## src/rtl/battle_pkg.sv

```systemverilog
// Shared encodings for the battle screen sequencer: phase states, key codes
// and default HP values.
package battle_pkg;

    typedef enum logic [2:0] {
        ST_HOME        = 3'd0,
        ST_MENU        = 3'd1,
        ST_PLAYER_ATK  = 3'd2,
        ST_MONSTER_ATK = 3'd3,
        ST_RESULT      = 3'd4
    } state_t;

    localparam logic [7:0] KEY_ENTER = 8'h0D;
    localparam logic [7:0] KEY_HEAL  = 8'h68;

    localparam int DEF_PLAYER_HP_MAX  = 300;
    localparam int DEF_MONSTER_HP_MAX = 500;

endpackage

```

## src/rtl/sec_timer.sv

```systemverilog
// Seconds countdown: a prescaler dividing the system clock into one-second
// ticks driving an 8-bit loadable down-counter.
module sec_timer #(
    parameter int CLKS_PER_SEC = 100000000
) (
    input  logic       i_clk,
    input  logic       i_rst_n,
    input  logic       i_load,
    input  logic [7:0] i_load_val,
    input  logic       i_clear,
    input  logic       i_run,
    output logic [7:0] o_count,
    output logic       o_zero,
    output logic       o_expire
);

    localparam int PW = (CLKS_PER_SEC > 1) ? $clog2(CLKS_PER_SEC) : 1;
    localparam logic [PW-1:0] PRESC_LAST = PW'(CLKS_PER_SEC - 1);

    logic [PW-1:0] presc_q;
    logic [7:0]    count_q;
    logic          tick;

    assign tick     = i_run && (presc_q == PRESC_LAST);
    assign o_count  = count_q;
    assign o_zero   = (count_q == 8'd0);
    // High on the cycle whose edge will take the count from 1 to 0.
    assign o_expire = tick && (count_q == 8'd1);

    always_ff @(posedge i_clk or negedge i_rst_n) begin
        if (!i_rst_n) begin
            presc_q <= '0;
            count_q <= '0;
        end else if (i_load) begin
            presc_q <= '0;
            count_q <= i_load_val;
        end else if (i_clear || !i_run) begin
            presc_q <= '0;
            count_q <= '0;
        end else if (tick) begin
            presc_q <= '0;
            count_q <= (count_q != 8'd0) ? count_q - 8'd1 : 8'd0;
        end else begin
            presc_q <= presc_q + PW'(1);
        end
    end

endmodule

```

## src/rtl/battle_sequencer.sv

```systemverilog
// Battle screen phase controller: HOME/MENU/PLAYER_ATK/MONSTER_ATK/RESULT with
// HP bookkeeping and attack countdown. Heal support is built when BATTLE_HEAL_EN is defined.
module battle_sequencer
    import battle_pkg::*;
#(
    parameter int HP_W           = 16,
    parameter int DMG_W          = 8,
    parameter int PLAYER_HP_MAX  = DEF_PLAYER_HP_MAX,
    parameter int MONSTER_HP_MAX = DEF_MONSTER_HP_MAX,
    parameter int CLKS_PER_SEC   = 100000000,
    parameter int ATTACK_SECS    = 6,
    parameter int HEAL_AMT       = 50,
    parameter int HEAL_LIMIT     = 3
) (
    input  logic             i_clk,
    input  logic             i_rst_n,
    input  logic             i_key_valid,
    input  logic [7:0]       i_key_code,
    input  logic             i_bar_stop,
    input  logic [DMG_W-1:0] i_hit_dmg,
    input  logic             i_player_hit,
    input  logic [DMG_W-1:0] i_player_dmg,
    output logic [2:0]       o_state,
    output logic             o_bar_active,
    output logic             o_attack_active,
    output logic [HP_W-1:0]  o_player_hp,
    output logic [HP_W-1:0]  o_monster_hp,
    output logic [7:0]       o_sec_left,
    output logic             o_win,
    output logic [1:0]       o_heals_left
);

    localparam logic [HP_W-1:0] P_MAX = HP_W'(PLAYER_HP_MAX);
    localparam logic [HP_W-1:0] M_MAX = HP_W'(MONSTER_HP_MAX);

    state_t          state_q;
    logic [HP_W-1:0] player_hp_q, monster_hp_q;
    logic            win_q;
    logic [HP_W-1:0] hit_ext, pdmg_ext, monster_after, player_after;
    logic            key_enter, death, tmr_load, tmr_clear, tmr_run;
    logic            tmr_zero, tmr_expire, tmr_done;

    // Key, bar and hit inputs are single-cycle strobes with no back-pressure:
    // each is consumed on the edge it is seen or dropped.
    assign key_enter     = i_key_valid && (i_key_code == KEY_ENTER);
    assign hit_ext       = HP_W'(i_hit_dmg);
    assign pdmg_ext      = HP_W'(i_player_dmg);
    assign monster_after = (monster_hp_q > hit_ext)  ? monster_hp_q - hit_ext  : '0;
    assign player_after  = (player_hp_q  > pdmg_ext) ? player_hp_q  - pdmg_ext : '0;

    assign tmr_run   = (state_q == ST_MONSTER_ATK);
    assign death     = tmr_run && i_player_hit && (player_after == '0);
    assign tmr_done  = tmr_expire || tmr_zero;
    assign tmr_load  = (state_q == ST_PLAYER_ATK) && i_bar_stop && (monster_after != '0);
    assign tmr_clear = tmr_run && (death || tmr_done);

    sec_timer #(.CLKS_PER_SEC(CLKS_PER_SEC)) u_sec_timer (
        .i_clk      (i_clk),
        .i_rst_n    (i_rst_n),
        .i_load     (tmr_load),
        .i_load_val (8'(ATTACK_SECS)),
        .i_clear    (tmr_clear),
        .i_run      (tmr_run),
        .o_count    (o_sec_left),
        .o_zero     (tmr_zero),
        .o_expire   (tmr_expire)
    );

`ifdef BATTLE_HEAL_EN
    localparam logic [1:0] HEALS_INIT = 2'(HEAL_LIMIT);
    logic [1:0]    heals_q;
    logic [HP_W:0] heal_sum;
    logic          key_heal;
    assign key_heal     = i_key_valid && (i_key_code == KEY_HEAL);
    assign heal_sum     = {1'b0, player_hp_q} + (HP_W + 1)'(HEAL_AMT);
    assign o_heals_left = heals_q;
`else
    assign o_heals_left = 2'd0;
`endif

    always_ff @(posedge i_clk or negedge i_rst_n) begin
        if (!i_rst_n) begin
            state_q      <= ST_HOME;
            player_hp_q  <= P_MAX;
            monster_hp_q <= M_MAX;
            win_q        <= 1'b0;
`ifdef BATTLE_HEAL_EN
            heals_q      <= HEALS_INIT;
`endif
        end else begin
            case (state_q)
                ST_HOME: if (key_enter) begin
                    state_q      <= ST_MENU;
                    player_hp_q  <= P_MAX;
                    monster_hp_q <= M_MAX;
                    win_q        <= 1'b0;
`ifdef BATTLE_HEAL_EN
                    heals_q      <= HEALS_INIT;
`endif
                end
                ST_MENU: begin
                    if (key_enter) begin
                        state_q <= ST_PLAYER_ATK;
                    end
`ifdef BATTLE_HEAL_EN
                    else if (key_heal && heals_q != 2'd0) begin
                        player_hp_q <= (heal_sum > {1'b0, P_MAX}) ? P_MAX : heal_sum[HP_W-1:0];
                        heals_q     <= heals_q - 2'd1;
                    end
`endif
                end
                ST_PLAYER_ATK: if (i_bar_stop) begin
                    monster_hp_q <= monster_after;
                    if (monster_after == '0) begin
                        state_q <= ST_RESULT;
                        win_q   <= 1'b1;
                    end else begin
                        state_q <= ST_MONSTER_ATK;
                    end
                end
                ST_MONSTER_ATK: begin
                    if (i_player_hit) player_hp_q <= player_after;
                    // A killing hit outranks the countdown ending on the same edge.
                    if (death) begin
                        state_q <= ST_RESULT;
                        win_q   <= 1'b0;
                    end else if (tmr_done) begin
                        state_q <= ST_MENU;
                    end
                end
                ST_RESULT: if (key_enter) state_q <= ST_HOME;
                default: state_q <= ST_HOME;
            endcase
        end
    end

    assign o_state         = state_q;
    assign o_bar_active    = (state_q == ST_PLAYER_ATK);
    assign o_attack_active = (state_q == ST_MONSTER_ATK);
    assign o_player_hp     = player_hp_q;
    assign o_monster_hp    = monster_hp_q;
    assign o_win           = win_q;

endmodule

```

## config.mk

```make
export PLATFORM = sky130hd
export DESIGN_NAME = battle_sequencer
export DESIGN_NICKNAME = d
export VERILOG_FILES = /design/src/rtl/battle_pkg.sv /design/src/rtl/sec_timer.sv /design/src/rtl/battle_sequencer.sv
export SDC_FILE = /design/constraint.sdc
export NUM_CORES = 1
export LEC_CHECK = 0
export ABC_CLOCK_PERIOD_IN_PS = 3100
export CORE_ASPECT_RATIO = 1.75
export CORE_UTILIZATION = 45
export CTS_CLUSTER_DIAMETER = 60
export DETAILED_ROUTE_END_ITERATION = 16
export PLACE_DENSITY = 0.79
export RECOVER_POWER = 100
export SLEW_MARGIN = 20
export SYNTH_ARGS = -nofsm -noshare
export SYNTH_HDL_FRONTEND = slang
export SYNTH_SLANG_ARGS = --single-unit
```

## constraint.sdc

```tcl
create_clock -name i_clk -period 3.1 [get_ports i_clk]
set_input_delay 0.62 -clock i_clk [delete_from_list [all_inputs] [get_ports i_clk]]
set_output_delay 0.62 -clock i_clk [all_outputs]
set_load 0.05 [all_outputs]
```

* Yosys cells after proc, flatten, opt, wreduce, memory -nomap -nowiden
Index checks and enable logic that the tools add are counted.
Word-level totals: word-level logic and storage cells 81, output and inout port bits 48, register bits 71
Cells by class: mux-type cells 28, reductions and logical operators 26, add/subtract/negate cells 4, eq/ne operators 15, magnitude comparators 2
Operators by type and width (count):
- $mux W16 | 6
- $mux W27 | 3
- $pmux W16 S2 | 2
- $gt A16 B8 Y1 | 2
- $logic_not A16 Y1 | 2
- $mux W8 | 4
- $sub A16 B8 Y16 | 2
- $add A27 B1 Y27 const B | 1
- $eq A27 B27 Y1 const B | 1
- $mux W3 | 7
- $reduce_bool A16 Y1 | 1
- $pmux W3 S5 | 1
- $ne A2 B2 Y1 const B | 6
- $reduce_and A5 Y1 | 2
- $eq A8 B1 Y1 const B | 1
- $eq A8 B4 Y1 const B | 1
- $logic_and A1 B1 Y1 | 8
- $logic_not A8 Y1 | 1
- $reduce_bool A8 Y1 | 1
- $sub A8 B1 Y8 const B | 1
- $eq A3 B2 Y1 const B | 2
- $reduce_and A3 Y1 | 2
- $reduce_bool A3 Y1 | 2
- $mux W1 | 4
- 9 further kinds | 12

* Depth between registers and ports, before layout
Gate-level depths: netlist of run 1.
depth after elaboration 9, depth in mapped cells 14, depth with buffers taken out 12

* Hierarchy
A second synthesis of run 1 with hierarchy kept.
Second synthesis, totals: cells, all modules 596, area, all modules 5059.9 um^2
By module, submodules not included:
- battle_sequencer | seq. area each 913.4 um^2, area each 3052.9 um^2, cells an instance 377, times used 1
- sec_timer | seq. area each 875.8 um^2, area each 2006.9 um^2, cells an instance 219, times used 1

* Least setup slack after synthesis of run 1
Ideal clock, no wire load.
path kind reg-to-reg, from register player_hp_q[6] (netlist: o_player_hp[6]), to register u_sec_timer.presc_q[18], data required time 2.977 ns, path slack -0.267 ns, buffers on the path 3, cell stages (with the launch flop) 14, arrival 3.245 ns, period minus slack after synthesis 3.367 ns, setup time 0.123 ns, path through dfrtp_1 ha_1 buf_2 a21oi_1 o22ai_1 a2111o_1 xnor2_1 or4_1 nor4_2 o21ai_2 nand3_2 buf_6 buf_12 nor2_4
On the way: word-level cells in the longest chain between the ends 9
RTL lines:
- start: declaration | line battle_sequencer.sv:37 | logic [HP_W-1:0] player_hp_q, monster_hp_q;
- start signal: assignment | line battle_sequencer.sv:122 | if (i_player_hit) player_hp_q <= player_after;
- $sub A16 B8 Y16 / $gt A16 B8 Y1 (equally long branches) | line battle_sequencer.sv:49 | assign player_after = (player_hp_q > pdmg_ext) ? player_hp_q - pdmg_ext : '0;
- $mux W16 (*) | line battle_sequencer.sv:49
- $logic_not A16 Y1 (*) | line battle_sequencer.sv:52 | assign death = tmr_run && i_player_hit && (player_after == '0);
- $logic_and A1 B1 Y1 (*) | line battle_sequencer.sv:52
- $logic_or A1 B1 Y1 (*) | line battle_sequencer.sv:55 | assign tmr_clear = tmr_run && (death || tmr_done);
- $logic_and A1 B1 Y1 (*) | line battle_sequencer.sv:55
- $logic_or A1 B1 Y1 (*) | line sec_timer.sv:37 | end else if (i_clear || !i_run) begin
- $mux W27 (*) | line sec_timer.sv:37
- $mux W27 (*) | line sec_timer.sv:34 | end else if (i_load) begin
- end signal: assignment | line sec_timer.sv:44 | presc_q <= presc_q + PW'(1);
- end: declaration | line sec_timer.sv:20 | logic [PW-1:0] presc_q;
Every way passes the cells marked *; elsewhere a longest branch is shown, timed or not. A chain may end at the register's enable or synchronous reset.

* Worst setup path after layout of run 1
from input i_player_dmg[4], to register u_sec_timer.presc_q[20]
On the way: word-level cells in the longest chain between the ends 9
RTL lines:
- start: declaration | line battle_sequencer.sv:22 | input logic [DMG_W-1:0] i_player_dmg,
- $sub A16 B8 Y16 / $gt A16 B8 Y1 (equally long branches) | line battle_sequencer.sv:49
- $mux W16 (*) | line battle_sequencer.sv:49
- $logic_not A16 Y1 (*) | line battle_sequencer.sv:52
- $logic_and A1 B1 Y1 (*) | line battle_sequencer.sv:52
- $logic_or A1 B1 Y1 (*) | line battle_sequencer.sv:55
- $logic_and A1 B1 Y1 (*) | line battle_sequencer.sv:55
- $logic_or A1 B1 Y1 (*) | line sec_timer.sv:37
- $mux W27 (*) | line sec_timer.sv:37
- $mux W27 (*) | line sec_timer.sv:34
Marks and branches as above.

==> impl.org, run 1 <==
** Cells and area
- 0 antenna diodes ended up in the layout.
- Summing all multi-input logic gate instances after layout gives 3214 µm².
- Layout filler cell count :: 773
- The final layout contains 782 nets.
- After routing the design area is 7204 µm².
- Most common cell after layout, fill and taps aside :: buf_4
- Most frequent cells in the layout :: 98 x buf_4, 67 x nor2_1, 58 x dfrtp_1
- In the final layout, the share of cells above drive strength 1 is 31.25%.
- Layout overhead on the synthesized area :: 51.53%
- Register Area :: between 1500 and 2000 µm²
- Fin util :: a little over two thirds
- Non-filler instance count after layout :: around 860

** Worst setup path
- Maximum cell stage delay along the critical path :: 0.37 ns
- Counting both buffers and inverters, the worst setup path holds a total of 6.
- Kind of start point of the critical path :: input pin
- Worst endpoint required time :: 3.32 ns
- Most Frequent Cell on Critical Path :: buf_4
- Sequence of cells on the critical path :: dlygate4sd2_1 -> inv_2 -> ha_4 -> a21oi_4 -> buf_4 -> buf_4 -> buf_4 -> a31oi_4 -> o21ai_0 -> o221ai_2 -> nor4_4 -> o21ai_2 -> nand3_4 -> clkbuf_16 -> nor2_4
- The slowest stage of the critical path belongs to the cell nor4_4.
- CP max FO :: 6
- Broken down by cell family, the worst path's largest delay share belongs to compound AO/OA/AOI/OAI gates.
- Worst Setup End Kind :: register
- Critical path arrival :: 3.25 ns
- Type of the worst setup path :: in -> reg

** Timing
- In the finished design, the share of the clock period the worst path needs comes to 97.77%.
- Setup violations remaining at the end of the flow were counted as 0.
- For the pin with the worst max-slew slack, the measured transition is 1.231 ns.
- Hold is met by 0.3917 ns.
- The number of endpoints with negative hold slack in the final report is 0.
- Based on the critical path, the design can be clocked at up to 0.3299 GHz.
- Final setup slack of the worst path :: 0.06913 ns
- Counting I/O delays and the setup requirement, the final critical path takes 3.031 ns.
- Final max-slew violation count :: 0
- Setup skew after layout :: between 0.008 and 0.009 ns
- Summed over all failing endpoints, the final setup total negative slack is 0 ns.
- Max-slew headroom :: between 10% and 20%
- Setup repair after global routing could not meet its margin everywhere.

** Placed design
- Pre-CTS setup slack :: -0.5913 ns
- Count of placed standard cells including taps :: around 830
- Once detailed placement completed, the half-perimeter wirelength came to 10,800 µm.
- Instance area after placement :: 6270 µm²
- Buffers placed on the I/O ports in this run total 74.
- Weighted congestion at the end of routability-driven global placement :: roughly 1

** Floorplan
- Starting Density :: 46.16%
- The die is approximately 80 µm wide.
- Die area :: 11,000 µm²
- Core ar. :: 10,300 µm²
- The die is 138.0 µm tall.
- After floorplanning, the core was divided into 49 placement rows.
- slightly below 80 I/O pins were placed.

** GRT
- Entering global routing, the biggest net connects 35 pins.
- The first global-routing pass estimated 24,470 µm of wire.
- Global routing consumed, over all layers together, 29.11% of the routing resources.
- The via count of the first global-routing pass is 5,115.
- Overall overflow remaining after global route :: 0
- The initial antenna violation count is 0.

** Logic synthesis
- In this run the mean area of a mapped cell was 8.613 µm².
- Distinct cell type count of the synthesized netlist :: 66
- Summing every instance area after synthesis gives 4755 µm².
- Commonest register cell after synthesis :: dfrtp_1
- For this run, the number of Yosys warnings is 0.
- Count of flip-flops with a built-in enable after synthesis :: 0
- Sequential-to-total area share from yosys stat :: 37.63%
- Post-synthesis async set-or-reset flop share :: 100.0%
- Synth Instances :: 552
- Synthesized flop and latch total :: 71

** Clock tree
- For the worst-skew pair, the clock arrives at the later sink with an insertion delay of about 0.34 ns.
- TritonCTS clock tree :: built
- The clock net in this run drives a total of 71 sinks.
- In this run, post-CTS hold repair placed 0 buffers.
- Number of buffers inserted during clock tree synthesis :: 9
- The H-tree was split into 3 levels.
- Clock-pin slew was measured on the worst setup and hold paths at 0.06 ns.
- CTS max path bufs :: 2
- CTS root buffer :: clkbuf_16

** Worst hold path
- Worst hold-check path type :: in -> async

** Outcome
- Result of the run :: completed

** Detailed routing
- Detailed-route vias per instance :: 5.816
- Wires add up to roughly 16,000 µm.
- Post-detailed-route DRC marker count :: 0
- Initial DRC count :: 398
- Number of nets with antenna violations after detailed routing :: 0
- The first detailed-routing pass ran for 5 iterations.
- Number of vias after detailed routing :: 5,019
- Routed wire length per instance :: 18.44 µm

** Pwr
- Static leakage power :: ~3.2 nW
- Power spread over the standard cell area amounts to between 300 and 400 nW/µm².
- After layout, the design draws a total of 2.782 mW.
- Across the VDD grid, the largest voltage drop is 307.2 µV.

** Job
- Across the run, the number of max-cap violations was 0.
cells in the mapped netlist, drive strengths merged, types with 3 or more instances:
cell type | n | share of area [%]
and3 | 15 | 2.0
xor2 | 16 | 2.9
o21a | 5 | 0.79
nand2 | 51 | 4.0
a32o | 3 | 0.63
o22ai | 5 | 0.66
nor2b | 3 | 0.39
nand2b | 7 | 0.92
a21oi | 19 | 2.0
nor4 | 7 | 1.2
ha | 20 | 5.3
o31ai | 16 | 2.5
and2 | 5 | 0.66
nor3b | 3 | 0.47
a31oi | 5 | 0.66
or2 | 4 | 0.53
nor2 | 81 | 7.8
o211ai | 3 | 0.58
dfrtp | 61 | 32
nand3 | 25 | 2.7
nor3 | 17 | 1.8
or3 | 4 | 0.63
xnor2 | 26 | 4.8
or4 | 7 | 1.2
clkbuf | 10 | 0.79
a21o | 4 | 0.63
o21ai | 44 | 4.7
inv | 33 | 2.6
dfstp | 10 | 5.5
buf | 9 | 1.8
nand4 | 5 | 0.66
area by class of cell:
type / instances / area share [%]
clock buffers: 13 / 3.612
inverters: 33 / 1.719
multi-input cells: 430 / 44.62
clock inverters: 3 / 0.2431
repair buffers: 186 / 22.72
flip-flops and latches: 71 / 24.89
well taps: 127 / 2.206
worst register-to-register path, cell delays in order (launching register included):
cell and delay (ns):
dfrtp_2 0.35, inv_1 0.07, ha_4 0.17, fa_2 0.35, nand2b_4 0.16, a21o_4 0.22
a31oi_4 0.23, buf_6 0.13, nor2_1 0.05, o221ai_2 0.27, nor4_4 0.10, o21ai_2 0.20
nand3_4 0.21, buf_12 0.20, o211a_1 0.19
what timing repair did:
action,in CTS,in global routing
endpoints found under the hold margin,0,0
endpoints found under the setup margin,47,49
pin swaps,34,28
buffers inserted,13,6
gates resized for setup,59,53
gates cloned,1,2
cells by family after synthesis:
kind of cell / synth area share (%)
DFF: 37.63
AOI/OAI and AO/OA: 17.08
adders and majority gates: 6.105
xor gates and xnor gates: 7.737
buffers and inverters: 5.158
muxes: 0.2105
other: 0.07887
and+or+nand+nor: 26.00
layer usage:
metal	routed length (µm)	vias up	global-route usage [%]
met3	720	74	4.276
li1	-	2307	-
met4	950	0	17.37
met1	5688	2420	30.65
met2	8557	218	53.56
met5	0	-	0
path summary, 6_finish.rpt:
kind                                             start  cells past startpoint  slack, ns                       to
worst min-delay path                           i_rst_n                      1       0.39  u_sec_timer.presc_q[24]
worst max-delay path                   i_player_dmg[4]                     15       0.07  u_sec_timer.presc_q[20]
worst min register to register  u_sec_timer.presc_q[0]                      1       0.49   u_sec_timer.presc_q[0]
max in group asynchronous                      i_rst_n                      2       1.00           o_player_hp[6]
worst max register to register          o_player_hp[0]                     14       0.08   u_sec_timer.o_count[2]
min in group i_clk              u_sec_timer.presc_q[0]                      1       0.49   u_sec_timer.presc_q[0]
state kept, by name (all words and copies together), names as in the netlist:
signal and cells:
o_player_hp 16, u_sec_timer.o_count 8, o_win 1, o_monster_hp 16
o_state 3, u_sec_timer.presc_q 27
power breakdown:
group / internal (mW) / total, mW / switching (mW) / leakage [nW]
sequential: 0.960 / 0.994 / 0.0345 / 0.936
clock: 0.583 / 0.977 / 0.394 / 0.136
combinational: 0.371 / 0.810 / 0.439 / 2.12
No activity file was read; power rests on OpenSTA's default activity.
==> run 2: changes to the inputs <==
--- a/config.mk
+++ b/config.mk
@@ -10,7 +10,8 @@
 export CORE_UTILIZATION = 45
 export CTS_CLUSTER_DIAMETER = 60
 export DETAILED_ROUTE_END_ITERATION = 16
-export PLACE_DENSITY = 0.79
+export DONT_BUFFER_PORTS = 1
+export PLACE_DENSITY = 0.69
 export RECOVER_POWER = 100
 export SLEW_MARGIN = 20
 export SYNTH_ARGS = -nofsm -noshare
==> impl.org, run 2 (same netlist as run 1, synthesis figures left out) <==
** Outcome
- The run finished, with violations left.
- The final reports fail on max-capacitance violations, max-slew violations.

** Pwr
- Power density of the placed cells :: 457.1 nW/µm²
- Summing internal, switching and leakage power gives 2.660 mW.
- VDD sags by at most 364.7 µV.
- Static leakage power :: 2.529 nW

** Floorplan
- The core region is between 10,000 and 15,000 µm².
- Once the floorplan was initialized, standard cells occupied a little under half of the core.
- The floorplan has 49 rows.
- Die outline width :: 79.70 µm
- Ports placed on the boundary :: between 70 and 80
- The floorplan step defined a die boundary enclosing 11,000 µm².
- The die is around 140 µm tall.

** Cells and area
- Layout filler cell count :: 952
- In the layout the commonest cells are 70 x nor2_1, 58 x dfrtp_1, 51 x nand2_1.
- Final instance area :: around 5800 µm²
- In the final layout, the multi-input gates occupy around 2800 µm².
- More flip-flops sit in one register than any other, and that register is u_sec_timer.presc_q.
- Number of nets at the end of the flow :: 679
- Leaving out fill and tap cells, the most frequent cell in the layout is nor2_1.
- Non-filler instance count after layout :: 760
- Number of flip-flops in the largest register :: 27
- Fraction of layout instances using a drive strength above 1 :: 19.12%
- Antenna diode instance count :: 0
- Compared with the post-synthesis result, the final layout area differs by 22.37%.
- Register Area :: 1793 µm²

** Clock tree
- Counting every sink on the clock net gives between 70 and 80.
- CTS max path bufs :: 2
- Number of levels in the clock H-tree :: 3
- TritonCTS clock tree :: built
- Clock transition at the registers of the reported paths :: 0.06 ns
- At the later pin of the worst-skew pair, clock insertion delay measures 0.34 ns.
- CTS root buffer :: clkbuf_16
- In this run, CTS created clock tree buffers numbering 9.
- Number of setup buffers added after CTS :: 0

** Placed design
- Count of input and output buffers :: 0
- Instance area after placement :: roughly 5400 µm²
- Estimated wirelength of the detail-placed design :: 10,120 µm
- Weighted congestion at the end of routability-driven global placement :: approximately 0.95
- At the placement stage, the worst setup path has a slack of -0.1451 ns.
- Once placement completed, the tool counted placed cells totaling 740.

** Worst setup path
- Tracing the worst setup path back leads to its startpoint at o_player_hp[0].
- CP max FO :: 7
- For the worst flop-to-flop path, the logic depth is 14.
- Worst Setup End Kind :: register
- Critical R2R Launch :: o_player_hp[0]
- Type of the worst setup path :: reg -> reg
- At the worst endpoint, the required time is roughly 3.3 ns.
- In this run the critical register-to-register path is captured at u_sec_timer.presc_q[22].
- The worst register-to-register path has a setup slack of 0.09 ns.
- Kind of start point of the critical path :: register
- Data on the critical path arrives at its endpoint at 3.23 ns.
- CP Capture Point :: u_sec_timer.presc_q[22]

** Timing
- Clock skew on the completed layout was measured at 0.005528 ns.
- For the pin with the worst max-slew slack, the measured transition is approximately 1.6 ns.
- The smallest clock period supported by the final layout is computed as 3.007 ns.
- Final setup slack of the worst path :: 0.09307 ns
- In this run the tightest slew margin relative to its limit is -5.859%.
- Maximum frequency from static timing analysis :: 0.3326 GHz
- The number of endpoints with negative hold slack in the final report was 0.
- RSZ-0062 raised after global routing :: true
- Final max-slew violation count :: 62
- Final Cycle Share :: a little over nine tenths
- Setup violations remaining at the end of the flow were counted as 0.

** Detailed routing
- After detailed routing, the average wire length per cell comes to 18.05 µm.
- In this run the remaining antenna-violating nets after routing total 0.
- Detailed-routing iteration count for the pre-antenna-repair pass :: 5
- The detailed router placed around 4,500 vias in this run.
- In this run, the number of DRC markers left after iteration 0 of detailed routing was between 200 and 300.
- Detailed-route vias per instance :: a little under 6
- For this run, design rule violations remaining after detail routing come to 0.
- Total wire length :: about 14,000 µm

** GRT
- Vias in the first global route :: 4,511
- The total overflow left after global routing is 0.
- Wire length of the first global-routing pass :: 21,780 µm
- Global routing consumed, over all layers together, around 26% of the routing resources.
- Entering global routing, the biggest net connects 62 pins.
- Antenna violations before repair :: 0

** Worst hold path
- The min-delay analysis places its worst path in the category in -> async.

** Job
- # Max-Cap Violations :: 1
## run 2: cell types whose count changed in the layout (fill, tap and decap cells not counted), sizes merged
cell	before	now
dlygate4sd3	46	0
bufinv	0	2
clkbuf	23	41
inv	33	35
clkdlybuf4s50	17	0
buf	105	51
dlygate4sd2	7	0
dlymetal6s2s	1	0
## run 2: final cells by class
| type | instances | area share (%) |
|---|---|---|
| multi-input cells | 430 | 48.95 |
| flip-flops and latches | 71 | 30.82 |
| repair buffers | 83 | 9.699 |
| clock buffers | 9 | 3.871 |
| well taps | 127 | 2.731 |
| inverters | 33 | 2.129 |
| clock inverters | 7 | 1.806 |
## run 2: metrics by stage
stage                     utilization (%)  setup TNS [ns]  hold WS [ns]
final                               56.49               0        0.1259
after CTS                           56.28               0        0.1164
after global routing                56.49        -0.07533        0.1132
after global placement              52.81          -3.140        0.3268
after floorplan                         -               0        0.3244
after detailed placement            52.81          -3.718        0.3265
## run 2: per-layer routing
layer | part of all wire [%] | vias to the layer above | wire (µm) | track usage, %
met3 | 4.7 | 38 | 645 | 4.934
met2 | 56 | 129 | 7731 | 49.86
met5 | 0 | - | 0 | 0
li1 | - | 2105 | - | -
met1 | 35 | 2209 | 4868 | 25.99
met4 | 3.5 | 0 | 475 | 11.62
## run 2: worst min-delay path by stage
| stage | endpoint | from | cells past startpoint | slack (ns) |
|---|---|---|---|---|
| 4_1_cts | o_monster_hp[2] | i_rst_n | 0 | 0.12 |
| 5_1_grt | o_monster_hp[2] | i_rst_n | 0 | 0.11 |
| 6_report | o_monster_hp[2] | i_rst_n | 0 | 0.13 |
| 3_5_place_dp | o_player_hp[0] | i_rst_n | 0 | 0.33 |
| 3_3_place_gp | o_player_hp[0] | i_rst_n | 0 | 0.33 |
| 2_1_floorplan | o_monster_hp[0] | i_rst_n | 0 | 0.32 |
## run 2: repair_timing
action | 4_1_cts | 5_1_grt
setup endpoints to repair | 0 | 39
endpoints found under the hold margin | 61 | 0
resized for setup | 0 | 16
hold buffers | 1 | 0
## run 2: power by group
part,switching (mW),internal (mW),leakage [nW]
Sequential,0.0308,0.958,0.935
Clock,0.426,0.715,0.158
Combinational,0.332,0.198,1.44
Total,0.789,1.87,2.53
## run 2: critical path, cell delays in order (launching register included)
cell and delay (ns):
dfrtp_2 0.36, inv_1 0.06, ha_1 0.20, fa_1 0.39
nand2b_4 0.16, nand2b_1 0.07, a21oi_1 0.08, xnor2_1 0.14
or4_4 0.57, nor4_4 0.24, buf_4 0.16, o21ai_2 0.07
nand3_4 0.15, buf_6 0.20, nor2_4 0.05
